--- config.mk ---
export PLATFORM = sky130hd
export DESIGN_NAME = m_wb_stage_flat
export DESIGN_NICKNAME = d
export VERILOG_FILES = /design/src/rtl/mem_stage_pkg.sv /design/src/rtl/m_wb_stage_if.sv /design/src/rtl/mem_align.sv /design/src/rtl/m_wb_stage.sv /design/src/flat_wrapper.sv
export SDC_FILE = /design/constraint.sdc
export NUM_CORES = 1
export LEC_CHECK = 0
export ABC_AREA = 1
export BUFFER_PORTS_ARGS = -buffer_cell sky130_fd_sc_hd__buf_2
export CORE_ASPECT_RATIO = 1.2
export CORE_UTILIZATION = 45
export DETAILED_ROUTE_END_ITERATION = 16
export PLACE_DENSITY = 0.77
export SYNTH_ARGS = -nofsm -noshare
export SYNTH_HDL_FRONTEND = slang
export SYNTH_SLANG_ARGS = --single-unit
export TNS_END_PERCENT = 1
--- constraint.sdc ---
create_clock -name clk -period 1.6 [get_ports clk]
set_clock_uncertainty 0.2 [all_clocks]
set_input_delay 0.16 -clock clk [delete_from_list [all_inputs] [get_ports clk]]
set_output_delay 0.16 -clock clk [all_outputs]
set_load 0.05 [all_outputs]
--- src/rtl/mem_stage_pkg.sv ---
// Shared types for the memory / write-back stage: FSM state encoding, byte-enable
// patterns and the halfword sign-extension helper used on the load path.
package mem_stage_pkg;

    typedef enum logic [1:0] {
        IDLE = 2'd0,
        BUSY = 2'd1,
        DONE = 2'd2
    } state_e;

    localparam logic [3:0] BE_WORD = 4'b1111;
    localparam logic [3:0] BE_HI   = 4'b1100;
    localparam logic [3:0] BE_LO   = 4'b0011;

    function automatic logic [31:0] sext_half(input logic [15:0] h);
        return {{16{h[15]}}, h};
    endfunction

endpackage

--- src/rtl/m_wb_stage_if.sv ---
// EX/M inputs, data-memory req/ack port and M->WB outputs of the memory stage.
// master = the stage itself, slave = the surrounding pipeline and memory.
interface m_wb_stage_if #(
    parameter int pc_size   = 18,
    parameter int data_size = 32,
    parameter int addr_size = 16
);
    logic                 M_MemtoReg;
    logic                 M_RegWrite;
    logic                 M_MemWrite;
    logic                 M_SH;
    logic                 M_LH;
    logic                 M_to_reg31;
    logic [data_size-1:0] M_ALU_result;
    logic [data_size-1:0] M_Rt_data;
    logic [pc_size-1:0]   M_PCplus8;
    logic [4:0]           M_WR_out;

    logic                 DM_req;
    logic                 DM_we;
    logic [addr_size-1:0] DM_addr;
    logic [data_size-1:0] DM_wdata;
    logic [3:0]           DM_be;
    logic                 DM_ack;
    logic [data_size-1:0] DM_rdata;

    logic                 M_stall;
    logic                 WB_RegWrite;
    logic [4:0]           WB_WR_out;
    logic [data_size-1:0] WB_WD;
    logic                 M_bus_err;

    modport master (
        input  M_MemtoReg, M_RegWrite, M_MemWrite, M_SH, M_LH, M_to_reg31,
               M_ALU_result, M_Rt_data, M_PCplus8, M_WR_out, DM_ack, DM_rdata,
        output DM_req, DM_we, DM_addr, DM_wdata, DM_be,
               M_stall, WB_RegWrite, WB_WR_out, WB_WD, M_bus_err
    );

    modport slave (
        output M_MemtoReg, M_RegWrite, M_MemWrite, M_SH, M_LH, M_to_reg31,
               M_ALU_result, M_Rt_data, M_PCplus8, M_WR_out, DM_ack, DM_rdata,
        input  DM_req, DM_we, DM_addr, DM_wdata, DM_be,
               M_stall, WB_RegWrite, WB_WR_out, WB_WD, M_bus_err
    );

endinterface

--- src/rtl/mem_align.sv ---
// Lane steering for the data-memory port: store data replication, byte enables, load extraction.
// Purely combinational; lanes assume a 32-bit little-endian word.
module mem_align
    import mem_stage_pkg::*;
#(
    parameter int data_size = 32
) (
    input  logic                 sh_i,
    input  logic                 lh_i,
    input  logic                 addr1_i,
    input  logic [data_size-1:0] rt_i,
    input  logic [data_size-1:0] rdata_i,
    output logic [data_size-1:0] wdata_o,
    output logic [3:0]           be_o,
    output logic [data_size-1:0] load_o
);

    logic [15:0] rd_half;

    assign wdata_o = sh_i ? {rt_i[15:0], rt_i[15:0]} : rt_i;
    assign be_o    = sh_i ? (addr1_i ? BE_HI : BE_LO) : BE_WORD;

    assign rd_half = addr1_i ? rdata_i[31:16] : rdata_i[15:0];
    assign load_o  = lh_i ? sext_half(rd_half) : rdata_i;

endmodule

--- src/rtl/m_wb_stage.sv ---
// Memory stage + M->WB register: non-memory ops pass through in one edge; an access takes >= 3 cycles.
// Holds M_stall high while a req/ack access is outstanding; all state changes on negedge clk.
// Optional MEM_TIMEOUT_EN: abort an unanswered access after TIMEOUT BUSY cycles and set a sticky M_bus_err.
module m_wb_stage
    import mem_stage_pkg::*;
#(
    parameter int pc_size   = 18,
    parameter int data_size = 32,
    parameter int addr_size = 16
`ifdef MEM_TIMEOUT_EN
    ,
    parameter int TIMEOUT   = 16
`endif
) (
    input logic          clk,
    input logic          rst,
    m_wb_stage_if.master bus
);

    localparam logic [1:0] S_IDLE = IDLE;
    localparam logic [1:0] S_BUSY = BUSY;
    localparam logic [1:0] S_DONE = DONE;

    logic [1:0]           state_q, state_d;
    logic                 dm_req_q, dm_req_d;
    logic                 dm_we_q, dm_we_d;
    logic [addr_size-1:0] dm_addr_q, dm_addr_d;
    logic [data_size-1:0] dm_wdata_q, dm_wdata_d;
    logic [3:0]           dm_be_q, dm_be_d;
    logic [data_size-1:0] ld_q, ld_d;
    logic                 wb_rw_q, wb_rw_d;
    logic [4:0]           wb_wr_q, wb_wr_d;
    logic [data_size-1:0] wb_wd_q, wb_wd_d;

    logic                 access;
    logic [data_size-1:0] al_wdata, al_load, wd_sel;
    logic [3:0]           al_be;
    logic                 unused_alu_bits;

`ifdef MEM_TIMEOUT_EN
    localparam int CNT_W = $clog2(TIMEOUT + 1);
    logic [CNT_W-1:0] cnt_q, cnt_d;
    logic             err_q, err_d;
`endif

    assign access          = bus.M_MemtoReg | bus.M_MemWrite;
    assign unused_alu_bits = ^{bus.M_ALU_result[data_size-1:addr_size], bus.M_ALU_result[0]};

    mem_align #(.data_size(data_size)) u_align (
        .sh_i    (bus.M_MemWrite & bus.M_SH),
        .lh_i    (bus.M_LH),
        .addr1_i (bus.M_ALU_result[1]),
        .rt_i    (bus.M_Rt_data),
        .rdata_i (bus.DM_rdata),
        .wdata_o (al_wdata),
        .be_o    (al_be),
        .load_o  (al_load)
    );

    // Loads only reach this mux from DONE, so ld_q always holds the finished access.
    assign wd_sel = bus.M_to_reg31 ? {{(data_size-pc_size){1'b0}}, bus.M_PCplus8}
                  : bus.M_MemtoReg ? ld_q
                  : bus.M_ALU_result;

    always_comb begin
        state_d    = state_q;
        dm_req_d   = dm_req_q;
        dm_we_d    = dm_we_q;
        dm_addr_d  = dm_addr_q;
        dm_wdata_d = dm_wdata_q;
        dm_be_d    = dm_be_q;
        ld_d       = ld_q;
        wb_rw_d    = wb_rw_q;
        wb_wr_d    = wb_wr_q;
        wb_wd_d    = wb_wd_q;
`ifdef MEM_TIMEOUT_EN
        cnt_d      = '0;
        err_d      = err_q;
`endif
        case (state_q)
            S_IDLE: begin
                if (access) begin
                    wb_rw_d    = 1'b0;
                    dm_req_d   = 1'b1;
                    dm_we_d    = bus.M_MemWrite;
                    dm_addr_d  = {bus.M_ALU_result[addr_size-1:2], 2'b00};
                    dm_wdata_d = al_wdata;
                    dm_be_d    = al_be;
                    state_d    = S_BUSY;
                end else begin
                    wb_rw_d = bus.M_RegWrite;
                    wb_wr_d = bus.M_WR_out;
                    wb_wd_d = wd_sel;
                end
            end
            S_BUSY: begin
                wb_rw_d = 1'b0;
                if (bus.DM_ack) begin
                    ld_d     = al_load;
                    dm_req_d = 1'b0;
                    state_d  = S_DONE;
                end
`ifdef MEM_TIMEOUT_EN
                else if (cnt_q == CNT_W'(TIMEOUT - 1)) begin
                    ld_d     = '0;
                    dm_req_d = 1'b0;
                    err_d    = 1'b1;
                    state_d  = S_DONE;
                end else begin
                    cnt_d = cnt_q + 1'b1;
                end
`endif
            end
            S_DONE: begin
                wb_rw_d = bus.M_RegWrite;
                wb_wr_d = bus.M_WR_out;
                wb_wd_d = wd_sel;
                state_d = S_IDLE;
            end
            default: state_d = S_IDLE;
        endcase
    end

    always_ff @(negedge clk or negedge rst) begin
        if (!rst) begin
            state_q    <= S_IDLE;
            dm_req_q   <= 1'b0;
            dm_we_q    <= 1'b0;
            dm_addr_q  <= '0;
            dm_wdata_q <= '0;
            dm_be_q    <= '0;
            ld_q       <= '0;
            wb_rw_q    <= 1'b0;
            wb_wr_q    <= '0;
            wb_wd_q    <= '0;
`ifdef MEM_TIMEOUT_EN
            cnt_q      <= '0;
            err_q      <= 1'b0;
`endif
        end else begin
            state_q    <= state_d;
            dm_req_q   <= dm_req_d;
            dm_we_q    <= dm_we_d;
            dm_addr_q  <= dm_addr_d;
            dm_wdata_q <= dm_wdata_d;
            dm_be_q    <= dm_be_d;
            ld_q       <= ld_d;
            wb_rw_q    <= wb_rw_d;
            wb_wr_q    <= wb_wr_d;
            wb_wd_q    <= wb_wd_d;
`ifdef MEM_TIMEOUT_EN
            cnt_q      <= cnt_d;
            err_q      <= err_d;
`endif
        end
    end

    assign bus.M_stall     = (state_q == S_BUSY) | ((state_q == S_IDLE) & access);
    assign bus.DM_req      = dm_req_q;
    assign bus.DM_we       = dm_we_q;
    assign bus.DM_addr     = dm_addr_q;
    assign bus.DM_wdata    = dm_wdata_q;
    assign bus.DM_be       = dm_be_q;
    assign bus.WB_RegWrite = wb_rw_q;
    assign bus.WB_WR_out   = wb_wr_q;
    assign bus.WB_WD       = wb_wd_q;
`ifdef MEM_TIMEOUT_EN
    assign bus.M_bus_err   = err_q;
`else
    assign bus.M_bus_err   = 1'b0;
`endif

endmodule

--- src/flat_wrapper.sv ---
// flat-port wrapper written by rule: the top's interface ports become plain ports
module m_wb_stage_flat import mem_stage_pkg::*;
#(
    parameter int pc_size   = 18,
    parameter int data_size = 32,
    parameter int addr_size = 16

)
  (clk, rst, bus_M_MemtoReg, bus_M_RegWrite, bus_M_MemWrite, bus_M_SH, bus_M_LH, bus_M_to_reg31, bus_M_ALU_result, bus_M_Rt_data, bus_M_PCplus8, bus_M_WR_out, bus_DM_ack, bus_DM_rdata, bus_DM_req, bus_DM_we, bus_DM_addr, bus_DM_wdata, bus_DM_be, bus_M_stall, bus_WB_RegWrite, bus_WB_WR_out, bus_WB_WD, bus_M_bus_err);
  m_wb_stage_if #(.pc_size(pc_size), .data_size(data_size), .addr_size(addr_size)) bus_i ();
  input logic clk;
  input logic rst;
  input wire logic [$bits(bus_i.M_MemtoReg)-1:0] bus_M_MemtoReg;
  input wire logic [$bits(bus_i.M_RegWrite)-1:0] bus_M_RegWrite;
  input wire logic [$bits(bus_i.M_MemWrite)-1:0] bus_M_MemWrite;
  input wire logic [$bits(bus_i.M_SH)-1:0] bus_M_SH;
  input wire logic [$bits(bus_i.M_LH)-1:0] bus_M_LH;
  input wire logic [$bits(bus_i.M_to_reg31)-1:0] bus_M_to_reg31;
  input wire logic [$bits(bus_i.M_ALU_result)-1:0] bus_M_ALU_result;
  input wire logic [$bits(bus_i.M_Rt_data)-1:0] bus_M_Rt_data;
  input wire logic [$bits(bus_i.M_PCplus8)-1:0] bus_M_PCplus8;
  input wire logic [$bits(bus_i.M_WR_out)-1:0] bus_M_WR_out;
  input wire logic [$bits(bus_i.DM_ack)-1:0] bus_DM_ack;
  input wire logic [$bits(bus_i.DM_rdata)-1:0] bus_DM_rdata;
  output wire logic [$bits(bus_i.DM_req)-1:0] bus_DM_req;
  output wire logic [$bits(bus_i.DM_we)-1:0] bus_DM_we;
  output wire logic [$bits(bus_i.DM_addr)-1:0] bus_DM_addr;
  output wire logic [$bits(bus_i.DM_wdata)-1:0] bus_DM_wdata;
  output wire logic [$bits(bus_i.DM_be)-1:0] bus_DM_be;
  output wire logic [$bits(bus_i.M_stall)-1:0] bus_M_stall;
  output wire logic [$bits(bus_i.WB_RegWrite)-1:0] bus_WB_RegWrite;
  output wire logic [$bits(bus_i.WB_WR_out)-1:0] bus_WB_WR_out;
  output wire logic [$bits(bus_i.WB_WD)-1:0] bus_WB_WD;
  output wire logic [$bits(bus_i.M_bus_err)-1:0] bus_M_bus_err;
  assign bus_i.M_MemtoReg = bus_M_MemtoReg;
  assign bus_i.M_RegWrite = bus_M_RegWrite;
  assign bus_i.M_MemWrite = bus_M_MemWrite;
  assign bus_i.M_SH = bus_M_SH;
  assign bus_i.M_LH = bus_M_LH;
  assign bus_i.M_to_reg31 = bus_M_to_reg31;
  assign bus_i.M_ALU_result = bus_M_ALU_result;
  assign bus_i.M_Rt_data = bus_M_Rt_data;
  assign bus_i.M_PCplus8 = bus_M_PCplus8;
  assign bus_i.M_WR_out = bus_M_WR_out;
  assign bus_i.DM_ack = bus_DM_ack;
  assign bus_i.DM_rdata = bus_DM_rdata;
  assign bus_DM_req = bus_i.DM_req;
  assign bus_DM_we = bus_i.DM_we;
  assign bus_DM_addr = bus_i.DM_addr;
  assign bus_DM_wdata = bus_i.DM_wdata;
  assign bus_DM_be = bus_i.DM_be;
  assign bus_M_stall = bus_i.M_stall;
  assign bus_WB_RegWrite = bus_i.WB_RegWrite;
  assign bus_WB_WR_out = bus_i.WB_WR_out;
  assign bus_WB_WD = bus_i.WB_WD;
  assign bus_M_bus_err = bus_i.M_bus_err;
  m_wb_stage #(.pc_size(pc_size), .data_size(data_size), .addr_size(addr_size)) u_core (.clk(clk), .rst(rst), .bus(bus_i));
endmodule
==> summary.log, run 1 <==
[final_layout] final net count 1118
[worst_setup_path] critical path startpoint category register
[synth] EDFF count, synth 0
[timing] min setup slack post-route -1.072 ns
[floorplanning] effective utilization at floorplan 46.05%
[clock_network] TritonCTS clock tree yes
[timing] hold violation count in the final report 0
[floorplanning] Die Y 126.7 um
[final_layout] fraction of layout instances using a drive strength above 1 36.67%
[synth] commonest cells in the synthesized netlist sky130_fd_sc_hd__nand2_1 (236), sky130_fd_sc_hd__dfrtn_1 (122), sky130_fd_sc_hd__nand3_1 (90)
[drt] post-DR vias/cell 5.161
[worst_setup_path] critical setup path kind register to output pin
[final_layout] area growth from synthesis to layout 50.98%
[worst_setup_path] kind of end point of the critical path output pin
[final_layout] Antenna Diode Count 0
[synth] share of async-settable or async-resettable flops after synthesis 100.0%
[worst_setup_path] worst reg2reg path depth 8
[worst_setup_path] critical-path cell list inv_2 -> ha_4 -> inv_4 -> nor2_4 -> or2_4 -> buf_8
[synth] dominant combinational cell family by area after synthesis simple AND/OR/NAND/NOR gates
[clock_network] clock tree root buffer cell sky130_fd_sc_hd__clkbuf_16
[global_route] global-route usage over all layers 28.12%
[worst_setup_path] critical path required time 1.24 ns
[worst_setup_path] Worst R2R Setup Slack -0.18 ns
[synth] proportion of synthesized chip area in sequential cells 52.33%
[worst_setup_path] Critical path buffers and inverters 3
[synth] area share of and/or/nand/nor cells after synthesis 29.74%
[global_route] number of antenna violations at the first check in global routing 0
[synth] fraction of the mapped netlist area in compound gates 9.865%
[worst_hold_path] path class of the lowest-slack min-delay path input port to asynchronous set/reset pin
[placement] weighted congestion at the end of routability-driven global placement 0.9223
[synth] warnings from Yosys 0
[worst_setup_path] CP max stage delay 0.42 ns
[worst_setup_path] critical path's top delay family flip-flops
[synth] library cell with the highest instance count after synthesis sky130_fd_sc_hd__nand2_1
[clock_network] Sink Count 122
[global_route] pin count of the biggest net entering global routing 38
[drt] total routed wirelength 18.23 mm
[synth] Synth Area in Adders 1.072%
[final_layout] number of cells in the finished layout apart from fillers 1162
[run_status] violations in the final reports setup timing
[floorplanning] Core ar. 0.01267 mm2
[timing] setup tns final -71.39 ns
[clock_network] clk buf depth 2
[drt] via count 5997
[drt] DR iter-0 viols 506
[floorplanning] die outline width 105.9 um
[synth] number of synthesized register bits 122
[drt] final antenna-violating net count 0
[synth] xor and xnor fraction of the mapped netlist area 0%
[clock_network] clock transition at the register clock pins on the worst setup and hold paths after CTS 0.04 ns
[drt] detailed-router iteration count before antenna repair 5
[worst_setup_path] Crit Reg-Reg Endpoint u_core.bus.WB_WD[14]$_DFFE_NN0P_
[worst_setup_path] origin of the critical flop-to-flop path u_core.state_q[0]$_DFFE_NN0P_
[floorplanning] die area 0.01343 mm2
[synth] share of Yosys cell area claimed by the top area cell type 52.33%
[worst_setup_path] maximum fanout along the worst path 3
[synth] leading post-synthesis cells by cell area sky130_fd_sc_hd__dfrtn_1 (52%), sky130_fd_sc_hd__nand2_1 (15%), sky130_fd_sc_hd__nand3_1 (7.7%)
[run_status] result of the run complete, but fails checks
[job] Max-cap violations 0
[floorplanning] number of rows in the core area 45
[global_route] first-pass GRT wire length 29.32 mm
[synth] share of cell area taken by muxes after synthesis 0%
[drt] Avg WL per Cell 15.69 um
[power_and_ir_drop] peak supply drop 0.001153 V
[worst_setup_path] crit path DAT 2.31 ns
[synth] mean instance size in the synthesized netlist 7.906 um2
[placement] total of buffers placed on input and output ports 218
[clock_network] number of CTS-inserted buffers 17
[clock_network] clock latency at the later pin of the worst-skew pair 0.39 ns
[power_and_ir_drop] PD cells 2304 mW/mm2
[placement] half-perimeter wire length after placement 12.53 mm
[placement] Placed Instances 1129
[timing] RSZ-0062 raised after global routing true
[synth] top_reg_cell synth sky130_fd_sc_hd__dfrtn_1
[timing] Final Slew Violations 0
[global_route] global route overflow 0
[synth] number of distinct standard cells referenced by the synthesized netlist 21
[global_route] vias in the first global route 5932
[drt] Residual DRC 0
[synth] Mapped Cells 738
[power_and_ir_drop] Leakage Power 4.602 nW
[worst_setup_path] Crit-path slowest cell sky130_fd_sc_hd__dfrtn_1
[synth] cell taking the most area after synthesis sky130_fd_sc_hd__dfrtn_1
[timing] total setup violations reported at the end of the flow 212
[clock_network] H-tree level count 4
[timing] final hold slack 0.08883 ns
[synth] post-synthesis instance area 0.005834 mm2
[floorplanning] number of top-level pins 222
[through the flow]
stage	utilization [%]	power (mW)	worst slack (ns)	instance area [um2]
after global routing	69.53	21.37	-1.120	8808
after global placement	59.88	14.78	-0.7417	7586
final	69.53	20.30	-1.072	8808
after CTS	69.04	20.23	-1.088	8746
after detailed placement	59.88	14.99	-0.7801	7586
after floorplan	-	12.09	-0.7037	5851
[cell families (layout without fill, tap and decap cells)]
logic type,Yosys count,after routing
and+or+nand+nor,411,411
DFF,122,122
AOI/OAI and AO/OA,115,115
buffers and inverters,84,342
adders and majority gates,5,5
other,1,3
[worst max-delay path by stage]
| stage | depth (start not counted) | from | end | slack (ns) |
|---|---|---|---|---|
| final | 6 | u_core.state_q[1]$_DFFE_NN0P_ | bus_M_stall | -1.07 |
| after global routing | 6 | u_core.state_q[0]$_DFFE_NN0P_ | bus_M_stall | -1.12 |
| after CTS | 6 | u_core.state_q[0]$_DFFE_NN0P_ | bus_M_stall | -1.09 |
| after detailed placement | 6 | u_core.state_q[1]$_DFFE_NN0P_ | bus_M_stall | -0.78 |
| after global placement | 6 | u_core.state_q[1]$_DFFE_NN0P_ | bus_M_stall | -0.74 |
| after floorplan | 5 | u_core.state_q[0]$_DFFE_NN0P_ | bus_M_stall | -0.70 |
[where the power goes]
| part | internal, mW | total (mW) | switching, mW |
|---|---|---|---|
| Sequential | 4.70 | 5.82 | 1.12 |
| Clock | 2.16 | 3.55 | 1.39 |
| Combinational | 4.09 | 10.9 | 6.83 |
[worst reg2reg max path: cells and delay by family, from the launching register on]
| family | cells | cell delay, ns |
|---|---|---|
| flops | 1 | 0.42 |
| simple gates | 4 | 0.43 |
| fa+ha+maj | 1 | 0.21 |
| buf+inv | 3 | 0.37 |
[repair_timing]
item                                   in CTS  in global routing
endpoints found under the hold margin       0                  0
pin swaps                                   3                  1
buffers inserted                            1                  0
setup endpoints to repair                 212                212
resized for setup                         193                 20
hold buffers                                0                  0
[cells in the final DEF, fill, tap and decap left out, types with 17 or more instances in the layout]
| cell type | instances |
|---|---|
| sky130_fd_sc_hd__a21oi_1 | 50 |
| sky130_fd_sc_hd__nand2_1 | 234 |
| sky130_fd_sc_hd__nand3_1 | 90 |
| sky130_fd_sc_hd__buf_6 | 88 |
| sky130_fd_sc_hd__inv_1 | 24 |
| sky130_fd_sc_hd__buf_12 | 21 |
| sky130_fd_sc_hd__buf_4 | 45 |
| sky130_fd_sc_hd__nor2_1 | 53 |
| sky130_fd_sc_hd__buf_2 | 125 |
| sky130_fd_sc_hd__o21ai_0 | 41 |
| sky130_fd_sc_hd__clkbuf_16 | 17 |
| sky130_fd_sc_hd__dfrtn_1 | 122 |
| sky130_fd_sc_hd__or2_2 | 18 |
[layer usage]
layer	part of all wire [%]	vias up	track usage, %	wire length, um
met5	0	-	0	0
met4	2.1	0	9.722	391
met3	7.0	36	6.218	1283
met2	51	299	48.33	9235
met1	40	2799	34.87	7323
li1	-	2863	-	-
[state kept, by name, summed over array words and instances (netlist names)]
register	cells
u_core.bus.DM_addr	14
u_core.ld_q	32
u_core.bus.WB_WR_out	5
u_core.bus.WB_WD	32
u_core.state_q	2
u_core.bus.WB_RegWrite	1
u_core.bus.DM_be	2
u_core.bus.DM_req	1
u_core.bus.DM_wdata	32
u_core.bus.DM_we	1
[layout make-up]
class	count	area, um2
clock buffer	20	446.7
clock inverter	12	101.3
fill	984	3860
inverter	30	115.1
multi-input combinational	534	2497
sequential	122	3053
tap	164	205.2
timing repair buffer	280	2390
Power figures use the tool's default switching activity.
==> inputs of run 2 (changes only) <==
- CTS_BUF_LIST: default -> sky130_fd_sc_hd__clkbuf_4
==> summary.log, run 2 (synthesis gave the netlist of run 1 again) <==
[clock_network] clock transition at the register clock pins on the worst setup and hold paths after CTS 0.07 ns [+0.03 ns]
[placement] Placed Instances 1129 [unchanged]
[global_route] global route overflow 0 [unchanged]
[final_layout] fraction of layout instances using a drive strength above 1 36.54% [-0.14 points]
[final_layout] Antenna Diode Count 0 [unchanged]
[floorplanning] Die Y 126.7 um [unchanged]
[clock_network] TritonCTS clock tree yes
[power_and_ir_drop] peak supply drop 0.001128 V [-2.1%]
[global_route] pin count of the biggest net entering global routing 38 [unchanged]
[drt] Residual DRC 0 [unchanged]
[global_route] vias in the first global route 5947 [+0.25%]
[drt] DR iter-0 viols 382 [-25%]
[floorplanning] number of top-level pins 222 [unchanged]
[worst_setup_path] critical path's top delay family flip-flops
[drt] via count 6003 [+0.10%]
[worst_setup_path] critical-path cell list inv_2 -> ha_4 -> inv_4 -> nor2_4 -> or2_4 -> buf_8
[global_route] number of antenna violations at the first check in global routing 0 [unchanged]
[timing] Final Slew Violations 0 [unchanged]
[clock_network] number of CTS-inserted buffers 17 [unchanged]
[global_route] global-route usage over all layers 28.05% [-0.079 points]
[floorplanning] Core ar. 0.01267 mm2 [unchanged]
[worst_setup_path] critical path required time 1.24 ns [about the same]
[floorplanning] die outline width 105.9 um [unchanged]
[timing] min setup slack post-route -1.138 ns [-0.06628 ns]
[final_layout] final net count 1119 [+0.089%]
[placement] total of buffers placed on input and output ports 218 [unchanged]
[floorplanning] number of rows in the core area 45 [unchanged]
[drt] post-DR vias/cell 5.162 [about the same]
[floorplanning] effective utilization at floorplan 46.05% [unchanged]
[run_status] violations in the final reports setup timing
[worst_hold_path] path class of the lowest-slack min-delay path register to register
[timing] RSZ-0062 raised after global routing true
[clock_network] clk buf depth 2 [unchanged]
[worst_setup_path] CP max stage delay 0.43 ns [about the same]
[placement] pre-CTS WS -0.7801 ns [unchanged]
[placement] weighted congestion at the end of routability-driven global placement 0.9223 [unchanged]
[timing] total setup violations reported at the end of the flow 212 [unchanged]
[worst_setup_path] Crit-path slowest cell sky130_fd_sc_hd__dfrtn_1
[worst_setup_path] crit path DAT 2.38 ns [+0.07 ns]
[final_layout] number of cells in the finished layout apart from fillers 1163 [+0.086%]
[drt] detailed-router iteration count before antenna repair 5 [unchanged]
[drt] total routed wirelength 18.04 mm [-1.1%]
[worst_setup_path] critical setup path kind register to output pin
[power_and_ir_drop] total chip power 18.71 mW [-7.8%]
[clock_network] H-tree level count 4 [unchanged]
[floorplanning] die area 0.01343 mm2 [unchanged]
[power_and_ir_drop] Leakage Power 4.473 nW [-2.8%]
[clock_network] clock tree root buffer cell sky130_fd_sc_hd__clkbuf_4
[drt] Avg WL per Cell 15.51 um [-1.1%]
[worst_setup_path] Critical path buffers and inverters 3 [unchanged]
[worst_setup_path] maximum fanout along the worst path 3 [unchanged]
[run_status] result of the run complete, but fails checks
[final_layout] top library cells by usage in the layout, fill and taps aside sky130_fd_sc_hd__nand2_1 (232), sky130_fd_sc_hd__buf_2 (126), sky130_fd_sc_hd__dfrtn_1 (122)
[job] Max-cap violations 0 [unchanged]
[final_layout] area growth from synthesis to layout 46.13%
[placement] half-perimeter wire length after placement 12.53 mm [unchanged]
[clock_network] Sink Count 122 [unchanged]
[global_route] first-pass GRT wire length 29.12 mm [-0.68%]
[timing] hold violation count in the final report 0 [unchanged]
[power_and_ir_drop] PD cells 2195 mW/mm2 [-4.8%]
[drt] final antenna-violating net count 0 [unchanged]
[worst_setup_path] critical path startpoint category register
[worst_setup_path] kind of end point of the critical path output pin
[final_layout] most common cell after layout, fill and taps aside sky130_fd_sc_hd__nand2_1
[timing] final hold slack 0.2416 ns [+0.1528 ns]
[clock_network] clock latency at the later pin of the worst-skew pair 0.45 ns [+0.06 ns]
[run 2: report_power, final]
group,switching [mW],internal (mW),total [mW]
combinational,6.84,4.10,10.9
clock,1.19,0.784,1.98
sequential,1.10,4.69,5.79
[run 2: stage by stage]
| stage | cell area, um2 | TNS (ns) | util (%) |
|---|---|---|---|
| 2_1_floorplan | 5851 | -73.58 | - |
| 3_3_place_gp | 7586 | -88.49 | 59.88 |
| 3_5_place_dp | 7586 | -91.81 | 59.88 |
| 4_1_cts | 8469 | -76.87 | 66.85 |
| 5_1_grt | 8526 | -87.74 | 67.30 |
| 6_report | 8526 | -74.99 | 67.30 |
[run 2: worst reg2reg max path, stage by stage, from the launching register on]
cell	delay, ns
sky130_fd_sc_hd__dfrtn_1	0.44
sky130_fd_sc_hd__inv_2	0.06
sky130_fd_sc_hd__buf_4	0.13
sky130_fd_sc_hd__ha_1	0.21
sky130_fd_sc_hd__nand2_1	0.18
sky130_fd_sc_hd__nand2_2	0.11
sky130_fd_sc_hd__buf_12	0.17
sky130_fd_sc_hd__nand2_1	0.09
sky130_fd_sc_hd__nand2_1	0.06
[run 2: final timing paths]
kind	startpoint	to	slack, ns	cells after the start
max	u_core.state_q[1]$_DFFE_NN0P_	bus_M_stall	-1.14	6
min	u_core.bus.DM_addr[8]$_DFFE_NN0P_	u_core.bus.DM_addr[8]$_DFFE_NN0P_	0.24	2
max reg2reg	u_core.state_q[0]$_DFFE_NN0P_	u_core.bus.WB_WR_out[3]$_DFFE_NN0P_	-0.16	8
min reg2reg	u_core.bus.DM_addr[8]$_DFFE_NN0P_	u_core.bus.DM_addr[8]$_DFFE_NN0P_	0.24	2
max in group asynchronous	rst	u_core.bus.DM_addr[12]$_DFFE_NN0P_	0.14	3
min in group asynchronous	rst	u_core.ld_q[23]$_DFFE_NN0P_	0.58	2
[run 2: layout make-up]
class                      count  area [um2]
timing repair buffer         281        2401
sequential                   122        3053
fill                        1026        4143
clock inverter                13       105.1
inverter                      30       115.1
multi-input combinational    534        2504
clock buffer                  19       142.6
tap                          164       205.2
[run 2: per-layer routing]
metal	GRT usage [%]	vias up	wire length (um)
met2	47.44	299	9138
met4	11.60	0	422
met5	0	-	0
met3	6.475	34	1333
li1	-	2862	-
met1	34.46	2808	7145
[run 2: what timing repair did]
action                     CTS  global route
pin swaps                    3             1
hold buffers                 1             0
setup endpoints to repair  212           212
setup buffers                1             0
resized for setup          194            18
hold endpoints to repair     8             0
